[src/rtl/hit_judge.sv]
// hit_judge: per-frame player/boss hit arbitration; HIT_BOSS_PHASE_EN adds the boss phase output
module hit_judge #(
  parameter int BOSS_HP  = 100,
  parameter int HP_W     = 8,
  parameter int BOMB_DMG = 4
) (
  input  logic            clk,
  input  logic            hard_reset,
  input  logic            game_en_i,
  input  logic            game_reset_i,
  input  logic [4:0]      game_state_i,
  input  logic            pixel_valid_i,
  input  logic            player_px_i,
  input  logic            ebullet_px_i,
  input  logic            boss_px_i,
  input  logic            pbullet_px_i,
  input  logic            frame_end_i,
  output logic            collision_o,
  output logic            die_o,
  output logic [HP_W-1:0] boss_hp_o,
  output logic [1:0]      boss_phase_o
);
  localparam logic [4:0] ST_PLAY = 5'b00010;
  localparam logic [4:0] ST_BOMB = 5'b00110;
  typedef enum logic [1:0] {IDLE, SCAN, JUDGE, DEAD} state_t;
  state_t state_q, state_d;
  logic p_hit_q, p_hit_d, b_hit_q, b_hit_d;
  logic coll_q, coll_d, die_q, die_d;
  logic [HP_W-1:0] hp_q, hp_d;
  logic [HP_W:0] dmg;
  logic p_px, b_px;
  assign p_px = pixel_valid_i & player_px_i & ebullet_px_i;
  assign b_px = pixel_valid_i & boss_px_i & pbullet_px_i;
  assign dmg = (HP_W+1)'(b_hit_q) + ((game_state_i == ST_BOMB) ? (HP_W+1)'(BOMB_DMG) : '0);
  always_comb begin
    state_d = state_q;
    p_hit_d = p_hit_q;
    b_hit_d = b_hit_q;
    coll_d  = 1'b0;
    die_d   = die_q;
    hp_d    = hp_q;
    if (game_reset_i) begin
      state_d = IDLE;
      p_hit_d = 1'b0;
      b_hit_d = 1'b0;
      die_d   = 1'b0;
      hp_d    = HP_W'(BOSS_HP);
    end else begin
      case (state_q)
        IDLE: begin
          p_hit_d = 1'b0;
          b_hit_d = 1'b0;
          state_d = game_en_i ? SCAN : IDLE;
        end
        SCAN: begin
          p_hit_d = game_en_i & (p_hit_q | p_px);
          b_hit_d = game_en_i & (b_hit_q | b_px);
          state_d = !game_en_i ? IDLE : frame_end_i ? JUDGE : SCAN;
        end
        JUDGE: begin
          hp_d    = ({1'b0, hp_q} > dmg) ? hp_q - dmg[HP_W-1:0] : '0;
          die_d   = (hp_d == '0);
          coll_d  = !die_d & p_hit_q & (game_state_i == ST_PLAY);
          // pixels seen while judging open the next frame
          p_hit_d = !die_d & p_px;
          b_hit_d = !die_d & b_px;
          state_d = die_d ? DEAD : game_en_i ? SCAN : IDLE;
        end
        default: ;
      endcase
    end
  end
  always_ff @(posedge clk or posedge hard_reset) begin
    if (hard_reset) begin
      state_q <= IDLE;
      p_hit_q <= 1'b0;
      b_hit_q <= 1'b0;
      coll_q  <= 1'b0;
      die_q   <= 1'b0;
      hp_q    <= HP_W'(BOSS_HP);
    end else begin
      state_q <= state_d;
      p_hit_q <= p_hit_d;
      b_hit_q <= b_hit_d;
      coll_q  <= coll_d;
      die_q   <= die_d;
      hp_q    <= hp_d;
    end
  end
  assign collision_o = coll_q;
  assign die_o       = die_q;
  assign boss_hp_o   = hp_q;
`ifdef HIT_BOSS_PHASE_EN
  localparam logic [HP_W-1:0] T_HI = HP_W'((2 * BOSS_HP) / 3);
  localparam logic [HP_W-1:0] T_LO = HP_W'(BOSS_HP / 3);
  logic [1:0] phase_q, phase_d;
  assign phase_d = (hp_d > T_HI) ? 2'd0 : (hp_d > T_LO) ? 2'd1 : (hp_d != '0) ? 2'd2 : 2'd3;
  always_ff @(posedge clk or posedge hard_reset) begin
    if (hard_reset) phase_q <= 2'd0;
    else phase_q <= phase_d;
  end
  assign boss_phase_o = phase_q;
`else
  assign boss_phase_o = 2'b00;
`endif
endmodule

[config.mk]
export PLATFORM = sky130hd
export DESIGN_NAME = hit_judge
export DESIGN_NICKNAME = d
export VERILOG_FILES = /design/src/rtl/hit_judge.sv
export SDC_FILE = /design/constraint.sdc
export NUM_CORES = 1
export LEC_CHECK = 0
export CAP_MARGIN = 20
export CORE_MARGIN = 3
export CORE_UTILIZATION = 26
export DETAILED_ROUTE_END_ITERATION = 6
export PLACE_DENSITY_LB_ADDON = 0.05
export SYNTH_ARGS = -nofsm -noshare
export SYNTH_HDL_FRONTEND = slang
export SYNTH_SLANG_ARGS = --single-unit
export TNS_END_PERCENT = 50
[constraint.sdc]
create_clock -name clk -period 5.9 [get_ports clk]
set_clock_uncertainty 0.2 [all_clocks]
set_input_delay 1.18 -clock clk [delete_from_list [all_inputs] [get_ports clk]]
set_output_delay 1.18 -clock clk [all_outputs]
set_load 0.005 [all_outputs]
==> results of run 1 <==
-- tightest hold or removal path, stage by stage (launching register included) --
cell	delay, ns
sky130_fd_sc_hd__dfrtp_1	0.36
sky130_fd_sc_hd__nand2_1	0.05
sky130_fd_sc_hd__o31ai_1	0.06
-- routing by layer --
layer | GRT usage | vias to the layer above | part of all wire
met1 | 0.142 | 392 | 0.47
met3 | 0.0374 | 2 | 0.059
li1 | - | 428 | -
met5 | 0 | - | 0
met4 | 0.0381 | 0 | 0.0092
met2 | 0.201 | 25 | 0.47
-- sequential cells by signal, indices dropped and copies added, names as in the netlist --
register / flops
b_hit_q: 1
boss_hp_o: 8
collision_o: 1
die_o: 1
p_hit_q: 1
state_q: 2
-- area by class of cell --
type / instances / area share
multi-input cells: 79 / 0.424
repair buffers: 24 / 0.193
clock buffers: 4 / 0.0291
well taps: 46 / 0.0461
inverters: 8 / 0.0241
flip-flops and latches: 14 / 0.284
-- cells in the mapped netlist, types with 2 or more instances --
| cell type | number | area (sq um) |
|---|---|---|
| sky130_fd_sc_hd__nor3_1 | 4 | 20.0 |
| sky130_fd_sc_hd__dfrtp_1 | 11 | 275 |
| sky130_fd_sc_hd__a211o_1 | 3 | 26.3 |
| sky130_fd_sc_hd__inv_1 | 7 | 26.3 |
| sky130_fd_sc_hd__ha_1 | 6 | 75.1 |
| sky130_fd_sc_hd__a2bb2oi_1 | 2 | 17.5 |
| sky130_fd_sc_hd__nand2_1 | 9 | 33.8 |
| sky130_fd_sc_hd__clkbuf_1 | 3 | 11.3 |
| sky130_fd_sc_hd__xor2_1 | 2 | 17.5 |
| sky130_fd_sc_hd__nor2_1 | 13 | 48.8 |
| sky130_fd_sc_hd__nand3_1 | 3 | 15.0 |
| sky130_fd_sc_hd__buf_4 | 2 | 15.0 |
| sky130_fd_sc_hd__a21oi_1 | 2 | 10.0 |
| sky130_fd_sc_hd__o31ai_1 | 2 | 15.0 |
| sky130_fd_sc_hd__nor2b_1 | 3 | 18.8 |
| sky130_fd_sc_hd__nor4_1 | 3 | 18.8 |
| sky130_fd_sc_hd__dfstp_2 | 3 | 78.8 |
| sky130_fd_sc_hd__a22oi_1 | 2 | 15.0 |
| sky130_fd_sc_hd__a221o_1 | 3 | 30.0 |
| sky130_fd_sc_hd__o21ai_0 | 3 | 15.0 |
-- stage by stage --
step / power [mW] / instance area [sq um] / hold WS, ns / instances / setup slack [ns]
after floorplan: 0.111 / 943 / 0.271 / 107 / 2.38
after global placement: 0.123 / 1210 / 0.277 / 171 / 1.76
after detailed placement: 0.123 / 1210 / 0.280 / 171 / 1.69
after CTS: 0.198 / 1250 / 0.305 / 175 / 2.01
after global routing: 0.205 / 1250 / 0.349 / 175 / 1.74
final: 0.194 / 1250 / 0.295 / 175 / 2.04
-- path summary, 6_finish.rpt --
kind,from,slack (ns),endpoint
min in group asynchronous,hard_reset,1.04,boss_hp_o[4]$_DFFE_PP0P_
hold / removal,die_o$_DFFE_PP0P_,0.29,die_o$_DFFE_PP0P_
hold reg to reg,die_o$_DFFE_PP0P_,0.29,die_o$_DFFE_PP0P_
setup reg to reg,boss_hp_o[2]$_DFFE_PP1P_,3.34,b_hit_q$_DFFE_PP0P_
max in group asynchronous,hard_reset,4.08,boss_hp_o[2]$_DFFE_PP1P_
setup / recovery,game_state_i[3],2.04,b_hit_q$_DFFE_PP0P_
-- power by group through the flow --
stage	clock network, mW	logic, mW	registers, mW
6_report	0.0731	0.0233	0.0976
5_1_grt	0.0813	0.0261	0.0977
4_1_cts	0.0771	0.0238	0.0976
3_5_place_dp	0	0.0236	0.0994
3_3_place_gp	0	0.0238	0.0994
2_1_floorplan	0	0.0120	0.0992
-- kinds of logic after synthesis --
| group | count (synthesis) |
|---|---|
| multiplexers | 1 |
| other | 1 |
| adder cells (fa/ha/maj) | 6 |
| AND/OR/NAND/NOR | 42 |
| AO/OA/AOI/OAI | 25 |
| flip-flops | 14 |
| buffers and inverters | 14 |
| XOR/XNOR | 3 |
==> summary.md, run 1 <==
| Metric | Value |
|---|---|
| Sequential share of power | `0.503` |
| Arrival @ worst endpoint | `3.84 ns` |
| Average wire length per cell after detail routing | `13.1 microns` |
| Share of cell area taken by muxes after synthesis | `0.0107` |
| Final routed wirelength across all metal layers | `2290 microns` |
| Number of sinks on the clock net | `14` |
| Unrepaired setup endpoints after global routing | `no` |
| Cell type of the slowest stage on the worst timing path | `sky130_fd_sc_hd__clkdlybuf4s50_1` |
| Vias after detailed routing | `847` |
| Largest fanout on the critical path | `6` |
| Setup_tns | `0 ns` |
| Min-delay worst type | `flop to flop` |
| Antenna fix cells | `0` |
| Crit path largest cell delay | `0.40 ns` |
| Cell Rows | `21` |
| X dimension of the die | `66.1 microns` |
| Comb pwr share | `0.120` |
| Largest family of logic cells by synthesized area | `simple AND/OR/NAND/NOR gates` |
| Layout cell share with drive strength beyond 1 | `0.0853` |
| Fraction of power consumed by the clock network | `0.377` |
| Switching component of the power | `0.0468 mW` |
| Via/cell ratio | `4.84` |
| Count of final hold-check violations | `0` |
| Synth Area in Simple Gates | `0.228` |
| Placeable Area | `0.00342 sq mm` |
| Area of the multi-input gates | `529 sq um` |
| Clock buffers created by TritonCTS | `3` |
| Time the worst path needs with I/O delays and setup | `3.86 ns` |
| Actual slew at the worst max-slew pin | `0.568 ns` |
| Wire length of the first global-routing pass | `3910 microns` |
| Count of unique library cells instantiated by Yosys | `40` |
| Global route overflow | `0` |
| Largest net degree at the start of global routing | `15` |
| H-tree depth reported by CTS | `1` |
| Filler cell count | `370` |
| Xor and xnor area share after synthesis | `0.0280` |
| Critical Path Start Type | `input pin` |
| Gates resized, CTS repair | `0` |
| Via count of the first global-routing pass | `860` |
| Utilization after layout | `0.365` |
| CTS tree | `yes` |
| Internal power component | `0.147 mW` |
| Number of max-cap violations | `0` |
| Iteration-0 DRC Markers | `20` |
| Fmax | `259 MHz` |
| Worst hold path cell count | `2` |
| Syn Inst Count | `106` |
| Commonest non-fill, non-tap cell in the layout | `sky130_fd_sc_hd__clkdlybuf4s50_1` |
| Ys flop type | `sky130_fd_sc_hd__dfrtp_1` |
| Weighted congestion at the end of routability-driven global placement | `0.810` |
| Die outline area | `0.00437 sq mm` |
| Number of enable-type register cells in the synthesized netlist | `0` |
| Post-synthesis sequential element count | `14` |
| Clk Latency, worst-skew pair | `0.29 ns` |
| Number of iterations in the first detailed-routing pass | `4` |
| Register-to-Register Path Depth | `6` |
| Count of yosys warnings during synthesis | `0` |
| Number of buffers on the longest clock path | `2` |
| Cell Pwr Density | `156 mW/mm^2` |
| Required @ worst endpoint | `5.87 ns` |
| Buffers and inverters on the worst path | `1` |
| Number of cells on the critical path | `9` |
| Synth-to-layout area growth | `32.8%` |
| Hold buffer count at CTS | `0` |
| Die outline height | `66.1 microns` |
| Status | `completed` |
| Area fraction in compound gates after synthesis | `0.209` |
| All-layer global routing usage | `0.119` |
| Dominant delay contributor by cell family on the critical path | `compound AO/OA/AOI/OAI gates` |
| Slew HR | `0.621` |
| Initial Util | `0.275` |
| Clock root buffer | `sky130_fd_sc_hd__clkbuf_4` |
| Pleak | `0.477 nW` |
| Setup violation total in the final timing report | `0` |
| Final antenna-violating net count | `0` |
| Sequential area share after synthesis | `0.377` |
| Number of DRC violations after detailed routing | `0` |
| Worst-path clk slew | `0.10 ns` |
| Sort of element at the end of the critical path | `flop` |
| IO buf count | `24` |
| Period utilization | `0.655` |
| Cell-by-cell listing of the critical path | `clkdlybuf4s50_1 -> nor4b_1 -> nand2_1 -> ha_1 -> a211o_1 -> nor4_1 -> mux2i_1 -> o211ai_2 -> a221o_1` |
| Switching Fraction | `0.241` |
| Setup Crit Path Kind | `input pin to flop` |
| Setup Fix Bufs, Post-CTS | `0` |
| Synth Area in Adders | `0.0799` |
| FFs w/ async S/R, synth | `1.00` |
| Commonest non-fill, non-tap cells in the layout | `sky130_fd_sc_hd__clkdlybuf4s50_1 (24), sky130_fd_sc_hd__nor2_1 (13), sky130_fd_sc_hd__dfrtp_1 (11), sky130_fd_sc_hd__nand2_1 (9), sky130_fd_sc_hd__inv_1 (7)` |
| Number of nets in the layout | `151` |
| Avg Synthesized Cell Area | `8.86 sq um` |
| Worst IR drop on VDD | `0.0742 mV` |
| Post-synthesis instance area | `940 sq um` |
| Detailed placer's ending HPWL | `1750 microns` |
| Final number of max-transition violations | `0` |
| Number of antenna violations at the first check in global routing | `0` |
| Footprint of the flip-flops and latches | `354 sq um` |
| Top-Level Pins | `27` |
(Power assumes the default switching activity.)
==> run 2: changes to the inputs <==
clock period = 3.9 ns   (was 5.9 ns; I/O delays follow)
==> run 2 against run 1 <==
Design area is 0.60% higher; final cell count is 0.57% higher; power is 50% higher; non-clock buffer count is 1 higher; clock power is 48% higher.
==> summary.md, run 2 (synthesis results as in run 1) <==
| Metric | Value |
|---|---|
| Status | `completed` |
| Fraction of power consumed by the clock network | `0.371` |
| Antenna fix cells | `0` |
| Commonest non-fill, non-tap cell in the layout | `sky130_fd_sc_hd__clkdlybuf4s50_1` |
| Critical Path Start Type | `input pin` |
| Setup Fix Bufs, Post-CTS | `0` |
| Placeable Area | `0.00342 sq mm` |
| Fmax | `287 MHz` |
| Hold buffer count at CTS | `0` |
| Comb pwr share | `0.124` |
| Via/cell ratio | `4.86` |
| Required @ worst endpoint | `3.87 ns` |
| Sequential share of power | `0.506` |
| Period utilization | `0.892` |
| Setup_tns | `0 ns` |
| CTS tree | `yes` |
| Number of iterations in the first detailed-routing pass | `4` |
| Worst reg2reg startpoint | `boss_hp_o[2]$_DFFE_PP1P_` |
| Worst IR drop on VDD | `0.0839 mV` |
| Internal power component | `0.223 mW` |
| Time the worst path needs with I/O delays and setup | `3.48 ns` |
| Global route overflow | `0` |
| Cell Pwr Density | `233 mW/mm^2` |
| Number of antenna violations at the first check in global routing | `0` |
| Final antenna-violating net count | `0` |
| Origin of the worst setup path | `game_state_i[3]` |
| Cell Rows | `21` |
| Sort of element at the end of the critical path | `flop` |
| Weighted congestion at the end of routability-driven global placement | `0.813` |
| Clk Latency, worst-skew pair | `0.28 ns` |
| Via count of the first global-routing pass | `863` |
| IO buf count | `24` |
| Gates resized, CTS repair | `0` |
| Wire length of the first global-routing pass | `3930 microns` |
| Commonest non-fill, non-tap cells in the layout | `sky130_fd_sc_hd__clkdlybuf4s50_1 (24), sky130_fd_sc_hd__nor2_1 (13), sky130_fd_sc_hd__dfrtp_1 (11), sky130_fd_sc_hd__nand2_1 (9), sky130_fd_sc_hd__inv_1 (7)` |
| Hold Crit Start | `die_o$_DFFE_PP0P_` |
| Number of max-cap violations | `0` |
| Switching component of the power | `0.0687 mW` |
| Final number of max-transition violations | `0` |
| Number of sinks on the clock net | `14` |
| Worst-path clk slew | `0.09 ns` |
| Setup violation total in the final timing report | `0` |
| Number of nets in the layout | `152` |
| Count of final hold-check violations | `0` |
| Die outline area | `0.00437 sq mm` |
| Average wire length per cell after detail routing | `12.9 microns` |
| Actual slew at the worst max-slew pin | `0.590 ns` |
| Slew HR | `0.606` |
| Iteration-0 DRC Markers | `20` |
| Number of DRC violations after detailed routing | `0` |
| All-layer global routing usage | `0.119` |
| Clock buffers created by TritonCTS | `3` |
| Synth-to-layout area growth | `33.6%` |
| Detailed placer's ending HPWL | `1730 microns` |
| Die outline height | `66.1 microns` |
| Number of buffers on the longest clock path | `2` |
| Switching Fraction | `0.235` |
| Worst Setup Slack post-DPL | `0.134 ns` |
| H-tree depth reported by CTS | `1` |
| Layout cell share with drive strength beyond 1 | `0.0923` |
| Worst setup margin | `0.420 ns` |
| Pleak | `0.482 nW` |
| Arrival @ worst endpoint | `3.45 ns` |
| Vias after detailed routing | `856` |
| Initial Util | `0.275` |
| Max reg flops | `8` |
| Largest fanout on the critical path | `6` |
| Top-Level Pins | `27` |
| Unrepaired setup endpoints after global routing | `no` |
| Clock root buffer | `sky130_fd_sc_hd__clkbuf_4` |
| Min-delay worst type | `flop to flop` |
| Setup Crit Path Kind | `input pin to flop` |
| X dimension of the die | `66.1 microns` |
| Final routed wirelength across all metal layers | `2270 microns` |
| Largest net degree at the start of global routing | `15` |
| Filler cell count | `381` |
run 2: worst paths after layout:
path                                             to  slack [ns]  cells past startpoint
setup / recovery                b_hit_q$_DFFE_PP0P_        0.42                      9
hold / removal                    die_o$_DFFE_PP0P_        0.29                      2
setup reg to reg                b_hit_q$_DFFE_PP0P_        1.33                      6
hold reg to reg                   die_o$_DFFE_PP0P_        0.29                      2
max in group asynchronous    state_q[0]$_DFFE_PP0P_        2.46                      2
min in group asynchronous  boss_hp_o[4]$_DFFE_PP0P_        0.66                      2
run 2: worst max-delay path: stages:
cell                              delay [ns]
sky130_fd_sc_hd__clkdlybuf4s50_1        0.40
sky130_fd_sc_hd__nor4b_1                0.39
sky130_fd_sc_hd__nand2_1                0.11
sky130_fd_sc_hd__ha_1                   0.35
sky130_fd_sc_hd__a211o_1                0.31
sky130_fd_sc_hd__nor4_1                 0.27
sky130_fd_sc_hd__mux2i_1                0.30
sky130_fd_sc_hd__o211ai_2               0.21
sky130_fd_sc_hd__a221o_1                0.32
run 2: area by class of cell:
class	instances	area [sq um]	share of cell area
inverters	8	30.0	0.0239
well taps	46	57.6	0.0459
multi-input cells	79	529	0.422
flip-flops and latches	14	354	0.282
repair buffers	25	248	0.197
clock buffers	4	36.3	0.0289
run 2: power by group through the flow:
stage	logic, mW	registers [mW]	clock network (mW)
6_report	0.0361	0.148	0.108
5_1_grt	0.0407	0.148	0.121
4_1_cts	0.0366	0.148	0.113
3_5_place_dp	0.0366	0.150	0
3_3_place_gp	0.0367	0.150	0
2_1_floorplan	0.0182	0.150	0
run 2: through the flow:
stage / hold WS (ns) / area, sq um / cells / utilization / total power [mW]
floorplan: 0.271 / 943 / 107 / - / 0.168
global placement: 0.277 / 1220 / 172 / 0.357 / 0.187
detailed placement: 0.273 / 1220 / 172 / 0.357 / 0.187
CTS: 0.296 / 1250 / 176 / 0.367 / 0.297
global route: 0.330 / 1250 / 176 / 0.367 / 0.310
finish: 0.287 / 1250 / 176 / 0.367 / 0.292
run 2: metal layers:
| metal | vias to the layer above | global-route usage | part of all wire |
|---|---|---|---|
| li1 | 430 | - | - |
| met1 | 393 | 0.153 | 0.47 |
| met2 | 29 | 0.195 | 0.46 |
| met3 | 4 | 0.0221 | 0.056 |
| met4 | 0 | 0.0457 | 0.013 |
| met5 | - | 0 | 0 |
==> run 3: changes to the inputs <==
clock period = 3.2 ns   (was 3.9 ns; I/O delays follow)
==> run 3 against run 2 <==
Design area grew 13%; count of clock-buffer cells in the layout did not move; utilization is 4.8 points higher; power grew 25%; clock power is 24% higher; combinational power up 37%; critical path depth increased by 2; final cell count up 9.1%; sequential power is 22% higher; setup slack lost 0.30 ns; critical path type unchanged; critical endpoint unchanged; largest cell class unchanged; largest power group unchanged.
==> summary.md, run 3 (synthesis results as in run 1) <==
| Metric | Value |
|---|---|
| Critical Path Start Type | `input pin` |
| Antenna fix cells | `0` |
| Clock buffers created by TritonCTS | `3` |
| Die outline height | `66.1 microns` |
| Cell-by-cell listing of the critical path | `clkdlybuf4s50_1 -> nor4b_2 -> nand2_1 -> ha_4 -> buf_4 -> xnor2_1 -> nand3b_1 -> nor4_2 -> buf_4 -> o211ai_4 -> a221o_1` |
| Number of antenna violations at the first check in global routing | `0` |
| Via/cell ratio | `4.68` |
| Wire length of the first global-routing pass | `3910 microns` |
| Area of the multi-input gates | `573 sq um` |
| Time the worst path needs with I/O delays and setup | `3.08 ns` |
| Number of DRC violations after detailed routing | `0` |
| Utilization after layout | `0.415` |
| Crit path largest cell delay | `0.41 ns` |
| Vias after detailed routing | `899` |
| Largest fanout on the critical path | `6` |
| Actual slew at the worst max-slew pin | `0.569 ns` |
| Worst IR drop on VDD | `0.106 mV` |
| IO buf count | `24` |
| Worst Setup Slack post-DPL | `-0.381 ns` |
| Slew HR | `0.617` |
| Placeable Area | `0.00342 sq mm` |
| Synth-to-layout area growth | `51.0%` |
| Max reg flops | `8` |
| Average wire length per cell after detail routing | `12.5 microns` |
| Crit-path most repeated cell | `sky130_fd_sc_hd__buf_4` |
| Worst-case register-to-register setup slack | `0.81 ns` |
| Number of sinks on the clock net | `14` |
| Standard cell area after detailed placement | `0.00132 sq mm` |
| Buffers and inverters on the worst path | `3` |
| Number of nets in the layout | `168` |
| Pleak | `0.560 nW` |
| Fin Hold WS | `0.290 ns` |
| Initial Util | `0.275` |
| Period utilization | `0.961` |
| Number of max-cap violations | `0` |
| Status | `completed` |
| Design Area, Final | `0.00142 sq mm` |
| Top-Level Pins | `27` |
| Final total power | `0.364 mW` |
| Worst-path clk slew | `0.10 ns` |
| Fmax | `325 MHz` |
| Die outline area | `0.00437 sq mm` |
| Final number of max-transition violations | `0` |
| Footprint of the flip-flops and latches | `354 sq um` |
| Number of iterations in the first detailed-routing pass | `4` |
| Setup Crit Path Kind | `input pin to flop` |
| H-tree depth reported by CTS | `1` |
| Final routed wirelength across all metal layers | `2400 microns` |
| Filler cell count | `353` |
| Clk Latency, worst-skew pair | `0.28 ns` |
| Required @ worst endpoint | `3.18 ns` |
| Sort of element at the end of the critical path | `flop` |
| Setup violation total in the final timing report | `0` |
| Detailed placer's ending HPWL | `1790 microns` |
| All-layer global routing usage | `0.118` |
| Arrival @ worst endpoint | `3.05 ns` |
| Cell type of the slowest stage on the worst timing path | `sky130_fd_sc_hd__clkdlybuf4s50_1` |
| Via count of the first global-routing pass | `842` |
| Dominant delay contributor by cell family on the critical path | `simple AND/OR/NAND/NOR gates` |
| Final antenna-violating net count | `0` |
| Cell Pwr Density | `256 mW/mm^2` |
| Worst setup margin | `0.124 ns` |
| CTS tree | `yes` |
| Weighted congestion at the end of routability-driven global placement | `0.806` |
| Layout cell share with drive strength beyond 1 | `0.226` |
| Iteration-0 DRC Markers | `15` |
| Clock root buffer | `sky130_fd_sc_hd__clkbuf_4` |
| X dimension of the die | `66.1 microns` |
| Global route overflow | `0` |
| Commonest non-fill, non-tap cells in the layout | `sky130_fd_sc_hd__clkdlybuf4s50_1 (24), sky130_fd_sc_hd__buf_4 (17), sky130_fd_sc_hd__nor2_1 (13), sky130_fd_sc_hd__dfrtp_1 (11), sky130_fd_sc_hd__nand2_1 (9)` |
| Min-delay worst type | `flop to flop` |
| Count of final hold-check violations | `0` |
| Hold buffer count at CTS | `0` |
| Largest net degree at the start of global routing | `15` |
| Cell Rows | `21` |
| Number of buffers on the longest clock path | `2` |
| Commonest non-fill, non-tap cell in the layout | `sky130_fd_sc_hd__clkdlybuf4s50_1` |
-- run 3: path summary, 6_finish.rpt --
| check | startpoint | depth (start not counted) | to |
|---|---|---|---|
| max | game_state_i[4] | 11 | b_hit_q$_DFFE_PP0P_ |
| min reg2reg | die_o$_DFFE_PP0P_ | 2 | die_o$_DFFE_PP0P_ |
| min | die_o$_DFFE_PP0P_ | 2 | die_o$_DFFE_PP0P_ |
| min in group asynchronous | hard_reset | 2 | state_q[1]$_DFFE_PP0P_ |
| max in group asynchronous | hard_reset | 2 | boss_hp_o[2]$_DFFE_PP1P_ |
| max reg2reg | boss_hp_o[2]$_DFFE_PP1P_ | 8 | b_hit_q$_DFFE_PP0P_ |
-- run 3: repair_timing --
action                                  in CTS  in global routing
endpoints found under the setup margin       4                  7
buffers inserted                             0                  3
pin swaps                                    0                  3
gates resized for setup                      1                  6
-- run 3: worst register-to-register path, stage by stage (launching register included) --
cell                       delay, ns
sky130_fd_sc_hd__dfstp_2        0.58
sky130_fd_sc_hd__ha_4           0.22
sky130_fd_sc_hd__buf_4          0.14
sky130_fd_sc_hd__xnor2_1        0.13
sky130_fd_sc_hd__nand3b_1       0.18
sky130_fd_sc_hd__nor4_2         0.27
sky130_fd_sc_hd__buf_4          0.16
sky130_fd_sc_hd__o211ai_4       0.10
sky130_fd_sc_hd__a221o_1        0.31
-- run 3: cell type report --
type                    instances  share of cell area
clock buffers                   4              0.0256
inverters                       8              0.0212
flip-flops and latches         14               0.250
multi-input cells              79               0.404
well taps                      46              0.0406
repair buffers                 41               0.259
-- run 3: power by group --
| part | leakage [nW] | switching (mW) | internal [mW] | total [mW] |
|---|---|---|---|---|
| Combinational | 0.355 | 0.0213 | 0.0284 | 0.0496 |
| Sequential | 0.184 | 0.00160 | 0.179 | 0.180 |
| Clock | 0.0210 | 0.0647 | 0.0692 | 0.134 |
-- run 3: stage by stage --
stage / TNS [ns] / instances
after global placement: -2.72 / 185
after detailed placement: -2.69 / 185
after global routing: -0.00910 / 192
final: 0 / 192
after floorplan: 0 / 107
after CTS: 0 / 189
-- run 3: layer usage --
| layer | track usage | vias up | routed length [microns] |
|---|---|---|---|
| li1 | - | 458 | - |
| met1 | 0.150 | 418 | 1150 |
| met2 | 0.195 | 21 | 1130 |
| met3 | 0.0221 | 2 | 108 |
| met4 | 0.0457 | 0 | 21 |
| met5 | 0 | - | 0 |
==> edit 1: new RTL, flow settings as in run 2 <==
Encoding of `state_t`: now one-hot (4 bits for 4 states).
--- a/src/rtl/hit_judge.sv
+++ b/src/rtl/hit_judge.sv
@@ -24,3 +24,3 @@
   localparam logic [4:0] ST_BOMB = 5'b00110;
-  typedef enum logic [1:0] {IDLE, SCAN, JUDGE, DEAD} state_t;
+  typedef enum logic [3:0] {IDLE = 4'b0001, SCAN = 4'b0010, JUDGE = 4'b0100, DEAD = 4'b1000} state_t;
   state_t state_q, state_d;
Function: no difference found for any inputs over 10 cycles, from zero or initial values and one cycle with hard_reset high; not proved beyond that.
==> edit 1 against run 2 <==
- first-iteration DRC count is 100% higher
- critical endpoint is now die_o$_DFFE_PP0P_
- setup slack worse by 0.053 ns
- largest power group unchanged
- cell area is 14% higher
- sequential cell count is 2 higher
- count of clock-buffer cells in the layout stayed put
- register-to-register slack better by 0.04 ns
- critical path depth stayed put
- wire length is 29% higher
- maximum frequency is 1.5% lower
- area after synthesis is 17% higher
- non-clock buffer count is 1 higher
- power is 36% higher
==> edit 1: results (changes against run 2) <==
\begin{tabular}{lr}
\hline
Metric & Value \\
\hline
\multicolumn{2}{l}{\textbf{Routing}} \\
Total wire length & 2.915 mm (+29\%) \\
Initial DRC Count & 40 (+100\%) \\
Met3 wirelength from detailed routing & 158 um (+24\%) \\
\multicolumn{2}{l}{\textbf{Clock network}} \\
Clock sink count & 16 (+2) \\
Clock input transition at the sequential cells of the worst setup and hold paths & 0.07 ns (-0.02 ns) \\
\multicolumn{2}{l}{\textbf{Finish}} \\
Number of logic inverters in the finished layout & 7 (-1) \\
Share of layout cells above drive strength 1 & 0.1192 (+0.02690) \\
Seq. cell area & 405.4 um2 (+14\%) \\
Buffer share of cell area & 0.1779 (-0.01955) \\
Fraction of area in clock buffers and inverters & 0.03836 (+0.009448) \\
\multicolumn{2}{l}{\textbf{Global routing}} \\
M1 GR Usage & 0.1810 (+0.02767) \\
Met3 usage in global routing & 0.02841 (+0.006300) \\
Met2 track utilization from global routing & 0.1761 (-0.01844) \\
First-pass GRT wire length & 5.009 mm (+27\%) \\
\multicolumn{2}{l}{\textbf{Yosys}} \\
Avg Inst Size Synth & 8.630 um2 (-2.6\%) \\
Share of synthesized area occupied by flip-flops and latches & 0.3699 (-0.006968) \\
Number of different library cells in the post-synthesis netlist & 48 (+20\%) \\
Synthesized instance count & 127 (+20\%) \\
Xor and xnor area share after synthesis & 0.01598 (-0.01198) \\
Compound-cell area share of the yosys netlist & 0.2329 (+0.02382) \\
\multicolumn{2}{l}{\textbf{Outcome}} \\
Outcome & finished clean \\
\multicolumn{2}{l}{\textbf{Place}} \\
Placer congestion estimate & 0.8788 (+8.0\%) \\
Minimum setup slack after placement & 0.09345 ns (-0.04014 ns) \\
\multicolumn{2}{l}{\textbf{Pwr}} \\
Maximum VDD drop & 0.1096 mV (+31\%) \\
Switching Power & 104.8 uW (+53\%) \\
Part of the total power dissipated in combinational logic & 0.149 (+0.025) \\
\multicolumn{2}{l}{\textbf{Worst setup path}} \\
Arrival time at the worst endpoint & 3.53 ns (+0.08 ns) \\
\hline
\end{tabular}
==> edit 1: changes by cell type in the layout (fill, tap and decap cells not counted), sizes merged, moves of 3 or more <==
cell	change
nor2	+3
o21ai	+4
ha	-3
nor4b	+3
a221o	-3
a21oi	+7
==> edit 1: final timing paths <==
check / slack (ns) / cells past startpoint / end
setup / recovery: 0.37 / 9 / die_o$_DFFE_PP0P_
hold / removal: 0.32 / 2 / die_o$_DFFE_PP0P_
setup reg to reg: 1.37 / 6 / die_o$_DFFE_PP0P_
hold reg to reg: 0.32 / 2 / die_o$_DFFE_PP0P_
max in group asynchronous: 2.36 / 2 / boss_hp_o[7]$_DFFE_PP0P_
min in group asynchronous: 0.72 / 2 / boss_hp_o[3]$_DFFE_PP0P_
==> edit 1: worst max-delay path, delay by kind of cell <==
kind                       cells  cell delay, ns
buffers and inverters          1            0.41
AOI/OAI and AO/OA              2            0.52
and+or+nand+nor                5            1.43
adders and majority gates      1            0.39
==> edit 2: new RTL, config.mk and constraints of run 2 <==
Without the edit above. Add a define of `HIT_BOSS_PHASE_EN`.
--- a/src/rtl/hit_judge.sv
+++ b/src/rtl/hit_judge.sv
@@ -1,2 +1,4 @@
 // hit_judge: per-frame player/boss hit arbitration; HIT_BOSS_PHASE_EN adds the boss phase output
+`define HIT_BOSS_PHASE_EN
+
 module hit_judge #(
Formal check against the unedited RTL: no difference found for any inputs over 10 cycles, from zero or initial values and one cycle with hard_reset high; that may be too few to reach the edited logic, so the function may still have changed.
==> edit 2 against run 2 <==
- power rose by 25%
- sequential share of layout area is 1.8 points lower
- area after synthesis increased by 24%
- wire length up 37%
- cell area rose by 22%
- synthesized cell count is 20% higher
- sequential cell count is 2 higher
- setup slack worse by 0.021 ns
- highest routed layer unchanged
==> edit 2: results (changes against run 2) <==
\begin{tabular}{lr}
\hline
Metric & Value \\
\hline
\multicolumn{2}{l}{\textbf{Place}} \\
Minimum setup slack after placement & 0.1197 ns (-0.01391 ns) \\
Placer congestion estimate & 0.8752 (+7.6\%) \\
\multicolumn{2}{l}{\textbf{Finish}} \\
Share of layout cells above drive strength 1 & 0.1401 (+0.04782) \\
\multicolumn{2}{l}{\textbf{Pwr}} \\
Maximum VDD drop & 0.1171 mV (+40\%) \\
\multicolumn{2}{l}{\textbf{Yosys}} \\
Share of synthesized area occupied by flip-flops and latches & 0.3462 (-0.03064) \\
Post-synth top cells & sky130\_fd\_sc\_hd\_\_dfrtp\_1, sky130\_fd\_sc\_hd\_\_inv\_1, sky130\_fd\_sc\_hd\_\_nand2\_1 \\
Number of different library cells in the post-synthesis netlist & 52 (+30\%) \\
Leading post-synthesis cells by cell area & sky130\_fd\_sc\_hd\_\_dfrtp\_1, sky130\_fd\_sc\_hd\_\_dfstp\_2, sky130\_fd\_sc\_hd\_\_ha\_1 \\
\multicolumn{2}{l}{\textbf{Clock network}} \\
Clk Latency, worst-skew pair & 0.25 ns (-0.03 ns) \\
CTS root buf & sky130\_fd\_sc\_hd\_\_clkbuf\_8 \\
Clock input transition at the sequential cells of the worst setup and hold paths & 0.06 ns (-0.03 ns) \\
\multicolumn{2}{l}{\textbf{Routing}} \\
Vias per cell & 5.145 (+5.8\%) \\
Average wire per cell in the routed design & 14.97 um (+16\%) \\
Met1 layer wirelength in the final routing & 1.423 mm (+32\%) \\
Initial DRC Count & 29 (+45\%) \\
Metal2 WL & 1.450 mm (+40\%) \\
\multicolumn{2}{l}{\textbf{Worst setup path}} \\
Count of cells along the worst register-to-register path & 8 (+2) \\
Worst reg2reg setup slack & 1.16 ns (-0.17 ns) \\
Arrival time at the worst endpoint & 3.46 ns (about the same) \\
\multicolumn{2}{l}{\textbf{Hold path}} \\
Critical hold path startpoint & p\_hit\_q\$\_DFFE\_PP0P\_ \\
Hold-critical path endpoint & p\_hit\_q\$\_DFFE\_PP0P\_ \\
\multicolumn{2}{l}{\textbf{STA}} \\
Maximum achievable frequency & 285.7 MHz (-0.60\%) \\
Slew HR & 0.4595 (-0.1468) \\
\multicolumn{2}{l}{\textbf{Global routing}} \\
Global Route Usage Sum & 0.1230 (+0.004173) \\
First-pass GRT wire length & 5.030 mm (+28\%) \\
\multicolumn{2}{l}{\textbf{Outcome}} \\
Outcome & finished clean \\
\hline
\end{tabular}
## edit 2: logic make-up after synthesis
group           after synthesis  share of synthesized area
flops                        16                     0.3462
simple gates                 45                     0.2304
mux                           2                    0.01822
buf+inv                      14                    0.06216
xor+xnor                      2                    0.01501
compound gates               42                     0.2637
fa+ha+maj                     6                    0.06431
## edit 2: stage by stage
step,std cells,utilization
after floorplan,127,-
after global placement,203,0.3559
after detailed placement,203,0.3559
after CTS,207,0.3667
after global routing,207,0.3667
final,207,0.3667
## edit 2: per-layer routing
layer	global-route usage	vias up
li1	-	533
met1	0.1620	496
met2	0.1897	27
met3	0.02479	9
met4	0.06148	0
met5	0	-
## edit 2: worst max-delay path: stages
cell and delay, ns:
sky130_fd_sc_hd__clkdlybuf4s50_1 0.41, sky130_fd_sc_hd__nor4b_1 0.38, sky130_fd_sc_hd__nand2_1 0.12, sky130_fd_sc_hd__ha_1 0.36
sky130_fd_sc_hd__nor2b_1 0.16, sky130_fd_sc_hd__a32o_2 0.31, sky130_fd_sc_hd__a2111oi_0 0.36, sky130_fd_sc_hd__or3b_1 0.20
sky130_fd_sc_hd__a21oi_1 0.11, sky130_fd_sc_hd__o31ai_1 0.27
## edit 2: layout make-up
class                   instances  area [um2]  share of cell area
clock buffers                   4       45.04             0.02944
well taps                      50       62.56             0.04088
repair buffers                 30       290.3              0.1897
inverters                      10       37.54             0.02453
flip-flops and latches         16       404.1              0.2641
multi-input cells              97       690.7              0.4513
## edit 2: power by group
part	total, mW	internal, mW	switching [mW]
clock network	0.132	0.0725	0.0594
registers	0.172	0.169	0.00244
logic	0.0625	0.0314	0.0312
